==> src/rtl/bf_pkg.sv <==
// Shared definitions for the tape controller: command encodings, FSM state type
// and the cell update rule applied on the write leg of INC/DEC/PUT/CLEAR.
package bf_pkg;

  localparam logic [2:0] CMD_NOP   = 3'd0;
  localparam logic [2:0] CMD_INC   = 3'd1;
  localparam logic [2:0] CMD_DEC   = 3'd2;
  localparam logic [2:0] CMD_LEFT  = 3'd3;
  localparam logic [2:0] CMD_RIGHT = 3'd4;
  localparam logic [2:0] CMD_GET   = 3'd5;
  localparam logic [2:0] CMD_PUT   = 3'd6;
  localparam logic [2:0] CMD_CLEAR = 3'd7;

  typedef enum logic [2:0] {
    ST_IDLE    = 3'd0,
    ST_RD_REQ  = 3'd1,
    ST_RD_WAIT = 3'd2,
    ST_WR_REQ  = 3'd3,
    ST_RESP    = 3'd4
  } bf_state_t;

  // Value written back to the current cell; 8-bit arithmetic wraps 255<->0.
  function automatic logic [7:0] bf_next_value(input logic [2:0] op,
                                               input logic [7:0] old,
                                               input logic [7:0] wdata);
    case (op)
      CMD_INC: return old + 8'd1;
      CMD_DEC: return old - 8'd1;
      CMD_PUT: return wdata;
      default: return 8'h00;
    endcase
  endfunction

endpackage

==> src/rtl/bf_tape_ctrl.sv <==
// Tape controller: one command at a time against an external 8-bit tape memory.
// Optional macro BF_TAPE_WRAP_EN: data pointer wraps at the tape ends instead of raising err.
module bf_tape_ctrl
  import bf_pkg::*;
#(
  parameter int unsigned logsize = 8
) (
  input  logic               clk,
  input  logic               init_n,
  input  logic               cmd_valid,
  input  logic [2:0]         cmd,
  input  logic [7:0]         cmd_wdata,
  output logic               cmd_ready,
  output logic               rsp_valid,
  output logic [7:0]         rsp_data,
  output logic               err,
  output logic [logsize-1:0] dp,
  output logic [logsize-1:0] mem_addr,
  output logic [7:0]         mem_wdata,
  output logic               mem_wselect,
  output logic               mem_doit,
  input  logic               mem_busy,
  input  logic               mem_rvalid,
  input  logic [7:0]         mem_rdata
);

  bf_state_t  state;
  logic [2:0] op;
  logic [7:0] wval;
  logic [7:0] rdat;
  logic [7:0] newval;
  logic       accept;
  logic       rd_done;
  logic       wr_done;

  assign cmd_ready = (state == ST_IDLE);
  assign accept    = cmd_valid && cmd_ready;
  assign newval    = bf_next_value(op, rdat, wval);

  // Read completes either in the issue cycle (zero-wait memory) or later in RD_WAIT.
  assign rd_done = ((state == ST_RD_REQ) && !mem_busy && mem_rvalid) ||
                   ((state == ST_RD_WAIT) && mem_rvalid);
  assign wr_done = (state == ST_WR_REQ) && !mem_busy;

  always_comb begin
    mem_doit    = 1'b0;
    mem_wselect = 1'b0;
    mem_addr    = '0;
    mem_wdata   = '0;
    rsp_valid   = 1'b0;
    case (state)
      ST_RD_REQ: begin
        mem_doit = !mem_busy;
        mem_addr = dp;
      end
      ST_WR_REQ: begin
        mem_doit    = !mem_busy;
        mem_wselect = 1'b1;
        mem_addr    = dp;
        mem_wdata   = newval;
      end
      ST_RESP:  rsp_valid = 1'b1;
      default:  ;
    endcase
  end

  always_ff @(posedge clk or negedge init_n) begin
    if (!init_n) begin
      state    <= ST_IDLE;
      op       <= CMD_NOP;
      wval     <= '0;
      rdat     <= '0;
      dp       <= '0;
      err      <= 1'b0;
      rsp_data <= '0;
    end else begin
      case (state)
        ST_IDLE: begin
          if (accept) begin
            op   <= cmd;
            wval <= cmd_wdata;
            case (cmd)
              CMD_INC, CMD_DEC, CMD_GET: state <= ST_RD_REQ;
              CMD_PUT, CMD_CLEAR:        state <= ST_WR_REQ;
              default: begin
                state    <= ST_RESP;
                rsp_data <= '0;
              end
            endcase
            if (cmd == CMD_LEFT) begin
`ifdef BF_TAPE_WRAP_EN
              dp <= dp - 1'b1;
`else
              if (dp == '0) err <= 1'b1;
              else          dp  <= dp - 1'b1;
`endif
            end
            if (cmd == CMD_RIGHT) begin
`ifdef BF_TAPE_WRAP_EN
              dp <= dp + 1'b1;
`else
              if (dp == '1) err <= 1'b1;
              else          dp  <= dp + 1'b1;
`endif
            end
          end
        end
        ST_RD_REQ, ST_RD_WAIT: begin
          if (rd_done) begin
            rdat <= mem_rdata;
            if (op == CMD_GET) begin
              rsp_data <= mem_rdata;
              state    <= ST_RESP;
            end else begin
              state <= ST_WR_REQ;
            end
          end else if (state == ST_RD_REQ && !mem_busy) begin
            state <= ST_RD_WAIT;
          end
        end
        ST_WR_REQ: begin
          if (wr_done) begin
            rsp_data <= newval;
            state    <= ST_RESP;
          end
        end
        ST_RESP: state <= ST_IDLE;
        default: state <= ST_IDLE;
      endcase
    end
  end

endmodule
==> config.mk <==
export PLATFORM = sky130hd
export DESIGN_NAME = bf_tape_ctrl
export DESIGN_NICKNAME = d
export VERILOG_FILES = /design/src/rtl/bf_pkg.sv /design/src/rtl/bf_tape_ctrl.sv
export SDC_FILE = /design/constraint.sdc
export NUM_CORES = 1
export LEC_CHECK = 0
export CAP_MARGIN = 40
export CORE_UTILIZATION = 54
export DETAILED_ROUTE_END_ITERATION = 7
export PLACE_DENSITY = 0.85
export SLEW_MARGIN = 25
export SYNTH_ARGS = -nofsm -noshare
export SYNTH_HDL_FRONTEND = slang
export SYNTH_SLANG_ARGS = --single-unit
==> constraint.sdc <==
create_clock -name clk -period 4 [get_ports clk]
set_input_delay 1 -clock clk [delete_from_list [all_inputs] [get_ports clk]]
set_output_delay 1 -clock clk [all_outputs]
set_load 0.02 [all_outputs]
==> flow_metrics.tcl, run 1 <==
set metrics [dict create \
    synthMuxAreaShare 0.0592 \
    ys_ff_latch 39 \
    yosysWarnings 0 \
    rr_worst_depth 9 \
    status "complete, no violations" \
    skew_ns 0.00966 \
    yosys.area_share.xor_xnor 0.0301 \
    final_cell_mix "clkdlybuf4s50_1 (56), nand2_1 (42), dfrtp_1 (39), nor2_1 (23), a21oi_1 (15)" \
    startpoint_type "flop" \
    clkLatencyLatePin_ns 0.30 \
    arrival_ns 2.79 \
    wl_per_cell_um 15.3 \
    worst_pin_slew_ns 0.722 \
    max_freq_ghz 0.264 \
    final.min_clock_period_ns 3.79 \
    maxCapViolCount 0 \
    io_buffer_count 60 \
    root_buffer "clkbuf_8" \
    setup_tns_ns 0 \
    rsz0062_at_grt "no" \
    core_mm2 0.00450 \
    synth_adder_area_share 0.0430 \
    synth_seq_area_share 0.372 \
    drtAntennaViolNets 0 \
    fin_nets 392 \
    grt_max_degree 22 \
    syn_inst 302 \
    drtIter0Drc 175 \
    layout_commonest_cell "clkdlybuf4s50_1" \
    dp.final_hpwl_um 4720 \
    io_pins 61 \
    synth_flop_cell "dfrtp_1" \
    die_height_um 71.7 \
    async_flop_share 1.00 \
    cellPowerDensity_mw_per_mm2 707 \
    r2r-start "op[2]" \
    areaGrowthSynthToFinish_pct 29.0 \
    yosysUniqueCellTypes 58 \
    crit_path_start "op[2]" \
    synth_top_family_by_area "simple AND/OR/NAND/NOR gates" \
    clock_path_buffers 2 \
    initial_core_util 0.582 \
    relSlewSlack 0.518 \
    final_layout_size_suffix_gt1_frac 0.103 \
    cts_tree "built" \
    final_core_util 0.751 \
    syn-cell-area_mm2 0.00262 \
    antenna_found_initial 0 \
    fp-row-count 24 \
    maxSlewViolCount 0 \
    cts_htree_levels 2 \
    worstPathMaxFanout 8 \
    cp-end-kind "primary output" \
    drt-vias-per-instance 5.95 \
    total_power_mw 2.39 \
    drc 0 \
    diodes 0 \
    hold_end "err" \
    r2r_slack_ns 1.52 \
    fin_crit_sh 0.949 \
    critPathKind "reg2out" \
    hold_depth 1 \
    dieArea_mm2 0.00514 \
    min_from "err" \
    preCtsSetupSlack_ns 0.233 \
    synth_edf_count 0 \
    synth_nets 335 \
    vdd_drop_max_v 0.000353 \
    synth-simple-area-share 0.274 \
    rr_endpoint "rsp_data[4]" \
    worst_slack_ns 0.206 \
    die_w_um 71.7 \
    drt_wl_total_um 6320 \
    numCtsBuffers 5 \
    setup_viol 0 \
    hold_class "reg2reg" \
    detailedRoute.firstPassIterationCount 4 \
    crit_required_ns 3.00 \
    clock-sinks 39 \
    gp_congestion 0.896 \
    synth-compound-area-share 0.175 \
    hold_viol 0 \
    gr-total-overflow 0 \
    grt_pass1_wl_um 10600 \
    grt_pass1_vias 2330 \
    clk_pin_slew_worst_paths_ns 0.08 \
    leakage_nw 1.43 \
    avgSynthCellArea_um2 8.68 \
    track_usage 0.264 \
    num_vias 2453 \
]
-- final cells by class --
class | count | area, um^2
multi-input combinational | 236 | 1540
sequential | 39 | 976
inverter | 10 | 38.8
clock buffer | 5 | 68.8
tap | 52 | 65.1
fill | 356 | 1120
clock inverter | 3 | 20.0
timing repair buffer | 67 | 676
-- power by group --
part           total, mW  internal [mW]  switching, mW
registers          0.820          0.576          0.244
clock network      0.266          0.121          0.145
logic               1.30          0.623          0.682
total               2.39           1.32           1.07
-- synth_stat cells, types with 8 or more instances --
cell,number,area [um^2]
ha_1,9,113
o21ai_0,13,65.1
nand2_1,42,158
dfrtp_1,39,976
a21oi_1,15,75.1
inv_1,9,33.8
nor2_1,23,86.3
mux2_2,10,113
buf_2,8,40.0
nor3_1,12,60.1
and2_1,14,87.6
-- layer usage --
layer | wire, um | vias up | part of all wire | GRT usage
li1 | - | 1198 | - | -
met1 | 2780 | 1179 | 0.44 | 0.330
met2 | 3180 | 68 | 0.50 | 0.457
met3 | 302 | 8 | 0.048 | 0.0422
met4 | 60 | 0 | 0.0095 | 0.102
met5 | 0 | - | 0 | 0
-- timing repair --
action	CTS	global route
setup buffers	0	1
pin swaps	0	1
hold buffers	0	0
gates resized for setup	1	5
endpoints found under the setup margin	3	3
endpoints found under the hold margin	0	0
-- sequential cells by signal, summed over array words and instances (netlist names) --
| register | flops |
|---|---|
| wval | 8 |
| dp | 8 |
| rsp_data | 8 |
| err | 1 |
| state | 3 |
| rdat | 8 |
| op | 3 |
-- kinds of logic after synthesis --
family / count (synthesis)
muxes: 13
AOI/OAI and AO/OA: 68
DFF: 39
buffers and inverters: 27
and+or+nand+nor: 137
xor gates and xnor gates: 9
adders and majority gates: 9
-- per-stage QoR --
step	std cells	hold slack [ns]	instance area [um^2]
2_1_floorplan	302	0.446	2620
3_3_place_gp	402	0.451	3240
3_5_place_dp	403	0.456	3270
4_1_cts	411	0.476	3360
5_1_grt	412	0.497	3380
6_report	412	0.471	3380
-- how the worst max path moves through the flow --
stage                     cells after the start           end  slack, ns
after floorplan                              10  mem_wdata[7]       0.70
after global placement                        9  mem_wdata[7]       0.29
after detailed placement                      9  mem_wdata[7]       0.23
after CTS                                     9  mem_wdata[7]       0.01
after global routing                          8  mem_wdata[2]       0.06
final                                         8  mem_wdata[2]       0.21
-- worst max-delay path, stage by stage (launching register included) --
cell and delay (ns):
dfrtp_1 0.45, or3b_4 0.48, xnor2_1 0.17, ha_2 0.24, nor2_1 0.05, mux2i_1 0.16
xnor2_1 0.17, a22o_1 0.16, clkdlybuf4s50_1 0.60
Power figures use the tool's default switching activity.
==> inputs of run 2 (changes only) <==
--- a/config.mk
+++ b/config.mk
@@ -6,10 +6,13 @@
 export NUM_CORES = 1
 export LEC_CHECK = 0
 export CAP_MARGIN = 40
-export CORE_UTILIZATION = 54
+export CELL_PAD_IN_SITES_DETAIL_PLACEMENT = 1
+export CELL_PAD_IN_SITES_GLOBAL_PLACEMENT = 1
+export CORE_UTILIZATION = 40
 export DETAILED_ROUTE_END_ITERATION = 7
-export PLACE_DENSITY = 0.85
+export PLACE_DENSITY_LB_ADDON = 0.1
 export SLEW_MARGIN = 25
 export SYNTH_ARGS = -nofsm -noshare
 export SYNTH_HDL_FRONTEND = slang
 export SYNTH_SLANG_ARGS = --single-unit
+export TNS_END_PERCENT = 5
==> flow_metrics.tcl, run 2 (synthesis results as in run 1) <==
set metrics [dict create \
    fp-row-count 29 \
    cts_htree_levels 2 \
    netSwitchingFraction 0.456 \
    drtIter0Drc 106 \
    grt_max_degree 27 \
    drc 0 \
    clkLatencyLatePin_ns 0.30 \
    drt-vias-per-instance 5.55 \
    cellPowerDensity_mw_per_mm2 718 \
    areaGrowthSynthToFinish_pct 29.5 \
    maxCapViolCount 0 \
    arrival_ns 2.92 \
    seqPwrFrac 0.332 \
    crit_family "simple AND/OR/NAND/NOR gates" \
    final.min_clock_period_ns 3.92 \
    drtAntennaViolNets 0 \
    antenna_found_initial 0 \
    status "complete, no violations" \
    worst_pin_slew_ns 0.708 \
    fin_crit_sh 0.981 \
    root_buffer "clkbuf_8" \
    grt_pass1_vias 2408 \
    detailedRoute.firstPassIterationCount 4 \
    rsz0062_at_grt "yes" \
    clock-sinks 39 \
    clock_path_buffers 2 \
    p_clk_frac 0.113 \
    io_buffer_count 60 \
    p_switching_mw 1.11 \
    critPathKind "reg2out" \
    fin_nets 392 \
    drt_wl_total_um 7450 \
    dieArea_mm2 0.00688 \
    layout_commonest_cell "clkdlybuf4s50_1" \
    gr-total-overflow 0 \
    internal_power_mw 1.32 \
    critPathMaxStageDelay_ns 0.60 \
    crit_top_cell "xnor2_1" \
    cp-end-kind "primary output" \
    final_layout_size_suffix_gt1_frac 0.100 \
    total_power_mw 2.44 \
    hold_viol 0 \
    numCtsBuffers 5 \
    diodes 0 \
    setup_viol 0 \
    core_mm2 0.00635 \
    track_usage 0.226 \
    holdWs_ns 0.488 \
    leakage_nw 1.41 \
    vdd_drop_max_v 0.000320 \
    comb_power_share 0.555 \
    die_height_um 83.0 \
    io_pins 61 \
    final_cell_mix "clkdlybuf4s50_1 (57), nand2_1 (42), dfrtp_1 (38), nor2_1 (23), a21oi_1 (15)" \
    initial_core_util 0.413 \
    cts_tree "built" \
    num_vias 2427 \
    crit_required_ns 3.00 \
    crit_buf_inv 1 \
    critical-path-slowest-cell "clkdlybuf4s50_1" \
    dp.final_hpwl_um 5570 \
    hold_class "reg2reg" \
    grt_pass1_wl_um 12500 \
    gp_congestion 0.825 \
    worstPathMaxFanout 8 \
    path_cells "or3b_4 -> xnor2_1 -> ha_2 -> and3_1 -> mux2i_1 -> xnor2_1 -> a22o_1 -> clkdlybuf4s50_1" \
    die_w_um 83.0 \
    relSlewSlack 0.527 \
    skew_ns 0.00797 \
    maxSlewViolCount 0 \
    clk_pin_slew_worst_paths_ns 0.08 \
    wl_per_cell_um 17.0 \
    startpoint_type "flop" \
    max_freq_ghz 0.255 \
]
==> run 2: per-layer routing <==
| metal | vias to the layer above | wire (um) | track usage |
|---|---|---|---|
| li1 | 1188 | - | - |
| met1 | 1192 | 3520 | 0.309 |
| met2 | 41 | 3600 | 0.378 |
| met3 | 6 | 259 | 0.0378 |
| met4 | 0 | 66 | 0.0470 |
| met5 | - | 0 | 0 |
==> run 2: power by group through the flow <==
stage / registers [mW] / clock network [mW] / logic [mW]
after floorplan: 0.788 / 0 / 0.878
after global routing: 0.843 / 0.292 / 1.49
after detailed placement: 0.811 / 0 / 1.35
after global placement: 0.797 / 0 / 1.32
after CTS: 0.804 / 0.280 / 1.36
final: 0.808 / 0.276 / 1.35
==> run 2: final timing paths <==
check                           cells past startpoint  slack, ns      endpoint     from
worst max-delay path                                8       0.08  mem_wdata[4]    op[2]
worst min-delay path                                2       0.49       wval[7]  wval[7]
worst max register to register                      8       1.62   rsp_data[4]    op[2]
worst min register to register                      2       0.49       wval[7]  wval[7]
max in group asynchronous                           2       2.93         op[1]   init_n
min in group asynchronous                           1       0.60       rdat[7]   init_n
==> run 2: per-stage QoR <==
stage	instance area [um^2]	TNS, ns	cells	utilization	setup WS (ns)
finish	3390	0	437	0.534	0.0776
global route	3390	-0.114	437	0.534	-0.114
CTS	3380	0	437	0.533	0.00372
detailed placement	3300	0	429	0.519	0.224
global placement	3280	0	428	0.516	0.316
floorplan	2620	0	302	-	0.700
==> run 2: area by class of cell <==
class	count	area [um^2]
Clock buffer	6	72.6
Multi-Input combinational cell	236	1530
Inverter	10	38.8
Sequential cell	39	977
Timing Repair Buffer	67	666
Fill cell	762	2960
Tap cell	77	96.3
Clock inverter	2	12.5
==> run 2: worst register-to-register path: cells and delay by family (launching register included) <==
kind,cells,cell delay [ns]
AOI/OAI and AO/OA,2,0.48
xor gates and xnor gates,2,0.34
adders and majority gates,1,0.24
DFF,1,0.46
muxes,1,0.09
and+or+nand+nor,2,0.68
==> run 2: repair_timing <==
| action | 4_1_cts | 5_1_grt |
|---|---|---|
| endpoints found under the setup margin | 3 | 4 |
| gates resized for setup | 1 | 4 |
| hold buffers | 0 | 0 |
| setup buffers | 0 | 0 |
| hold endpoints to repair | 0 | 0 |
==> inputs of run 3 (changes only) <==
--- a/config.mk
+++ b/config.mk
@@ -5,7 +5,6 @@
 export SDC_FILE = /design/constraint.sdc
 export NUM_CORES = 1
 export LEC_CHECK = 0
-export CAP_MARGIN = 40
 export CELL_PAD_IN_SITES_DETAIL_PLACEMENT = 1
 export CELL_PAD_IN_SITES_GLOBAL_PLACEMENT = 1
 export CORE_UTILIZATION = 40
==> flow_metrics.tcl, run 3 (synthesis results as in run 1) <==
set metrics [dict create \
    status "complete, no violations" \
    drc 0 \
    grt_pass1_wl_um 12700 \
    rr_worst_depth 9 \
    path_cells "or3b_4 -> xnor2_1 -> ha_1 -> nor2_1 -> mux2i_1 -> xnor2_1 -> a22o_1 -> clkdlybuf4s50_1" \
    drt_wl_total_um 7600 \
    grt_pass1_vias 2494 \
    comb_power_share 0.545 \
    holdWs_ns 0.493 \
    critical-path-slowest-cell "clkdlybuf4s50_1" \
    final.min_clock_period_ns 3.86 \
    crit_top_cell "xnor2_1" \
    drtAntennaViolNets 0 \
    rsz0062_at_grt "no" \
    worstPathMaxFanout 8 \
    min_from "wval[1]" \
    internal_power_mw 1.39 \
    track_usage 0.232 \
    p_switching_mw 1.13 \
    final_layout_size_suffix_gt1_frac 0.100 \
    drtIter0Drc 117 \
    final_cell_mix "clkdlybuf4s50_1 (56), nand2_1 (42), dfrtp_1 (38), nor2_1 (23), a21oi_1 (15)" \
    place_area_mm2 0.00328 \
    max_freq_ghz 0.259 \
    ctsHoldBuffers 0 \
    clk_pin_slew_worst_paths_ns 0.08 \
    fin_nets 392 \
    fp-row-count 29 \
    layout_commonest_cell "clkdlybuf4s50_1" \
    initial_core_util 0.413 \
    drt-vias-per-instance 5.64 \
    clock_path_buffers 2 \
    critPathMaxStageDelay_ns 0.60 \
    dieArea_mm2 0.00688 \
    crit_buf_inv 1 \
    crit_required_ns 3.00 \
    clock-sinks 39 \
    antenna_found_initial 0 \
    rr_endpoint "rsp_data[4]" \
    arrival_ns 2.86 \
    crit_family "buffers and inverters" \
    io_buffer_count 60 \
    maxSlewViolCount 0 \
    worst_pin_slew_ns 0.724 \
    clkLatencyLatePin_ns 0.30 \
    detailedRoute.firstPassIterationCount 5 \
    numCtsBuffers 5 \
    root_buffer "clkbuf_8" \
    hold_viol 0 \
    cp-end-kind "primary output" \
    r2r_slack_ns 1.45 \
    die_w_um 83.0 \
    leakage_nw 1.43 \
    cellPowerDensity_mw_per_mm2 739 \
    diodes 0 \
    setup_viol 0 \
    io_pins 61 \
    fin_crit_sh 0.965 \
    core_mm2 0.00635 \
    netSwitchingFraction 0.447 \
    gr-total-overflow 0 \
    relSlewSlack 0.518 \
    die_height_um 83.0 \
    seqPwrFrac 0.322 \
    wl_per_cell_um 17.4 \
    grt_max_degree 40 \
    cts_htree_levels 2 \
    areaGrowthSynthToFinish_pct 30.0 \
    dp.final_hpwl_um 5470 \
    hold_end "wval[1]" \
    gp_congestion 0.825 \
    vdd_drop_max_v 0.000325 \
    r2r-start "op[2]" \
    hold_depth 2 \
    cts_tree "built" \
    p_clk_frac 0.134 \
    maxCapViolCount 0 \
    final_design_area_no_fill_mm2 0.00341 \
    num_vias 2464 \
    hold_class "reg2reg" \
    skew_ns 0.00521 \
    setup_tns_ns 0 \
    startpoint_type "flop" \
    critPathKind "reg2out" \
]
run 3: cell types whose count changed in the layout (fill, tap and decap cells not counted), sizes merged:
cell	change
clkinvlp	-1
clkdlybuf4s50	-1
bufinv	+1
clkinv	+1
dlygate4sd2	+1
clkbuf	-1
run 3: what timing repair did:
| item | in CTS | in global routing |
|---|---|---|
| gates resized for setup | 2 | 3 |
| pin swaps | 0 | 1 |
| setup buffers | 0 | 1 |
| setup endpoints to repair | 3 | 4 |
run 3: cell type report:
type / instances / area, um^2
inverters: 10 / 38.8
clock buffers: 5 / 68.8
fillers: 744 / 2940
flip-flops and latches: 39 / 977
well taps: 77 / 96.3
clock inverters: 3 / 43.8
multi-input cells: 236 / 1530
repair buffers: 67 / 654
run 3: worst register-to-register path, delay by kind of cell, from the launching register on:
kind | cells | cell delay, ns
flip-flops | 1 | 0.46
multiplexers | 1 | 0.16
AO/OA/AOI/OAI | 2 | 0.44
XOR/XNOR | 2 | 0.29
AND/OR/NAND/NOR | 2 | 0.71
adder cells (fa/ha/maj) | 1 | 0.24
buffers and inverters | 1 | 0.15
run 3: worst max path at each step:
stage | start | slack (ns) | endpoint | depth (start not counted)
floorplan | op[0] | 0.70 | mem_wdata[7] | 10
global placement | op[2] | 0.32 | mem_wdata[7] | 9
detailed placement | op[2] | 0.22 | mem_wdata[7] | 9
CTS | op[1] | 0.006 | mem_wdata[4] | 8
global route | op[2] | 0.008 | mem_wdata[7] | 9
finish | op[2] | 0.14 | mem_wdata[2] | 8
run 3: power groups by stage:
stage                     combinational, mW  clock, mW  sequential [mW]
after detailed placement               1.35          0            0.811
after global placement                 1.32          0            0.797
after global routing                   1.51      0.363            0.840
final                                  1.37      0.337            0.810
after floorplan                       0.878          0            0.788
after CTS                              1.37      0.348            0.809
run 3: per-stage QoR:
| stage | setup WS [ns] | std cells | util | power (mW) |
|---|---|---|---|---|
| 6_report | 0.139 | 437 | 0.537 | 2.52 |
| 5_1_grt | 0.00784 | 437 | 0.537 | 2.71 |
| 4_1_cts | 0.00638 | 436 | 0.534 | 2.53 |
| 3_5_place_dp | 0.217 | 428 | 0.516 | 2.16 |
| 3_3_place_gp | 0.316 | 428 | 0.516 | 2.11 |
| 2_1_floorplan | 0.700 | 302 | - | 1.67 |
run 3: routing by layer:
| layer | vias to the layer above | routed length [um] | global-route usage |
|---|---|---|---|
| li1 | 1200 | - | - |
| met1 | 1203 | 3520 | 0.310 |
| met2 | 48 | 3710 | 0.381 |
| met3 | 13 | 220 | 0.0378 |
| met4 | 0 | 145 | 0.0784 |
| met5 | - | 0 | 0 |
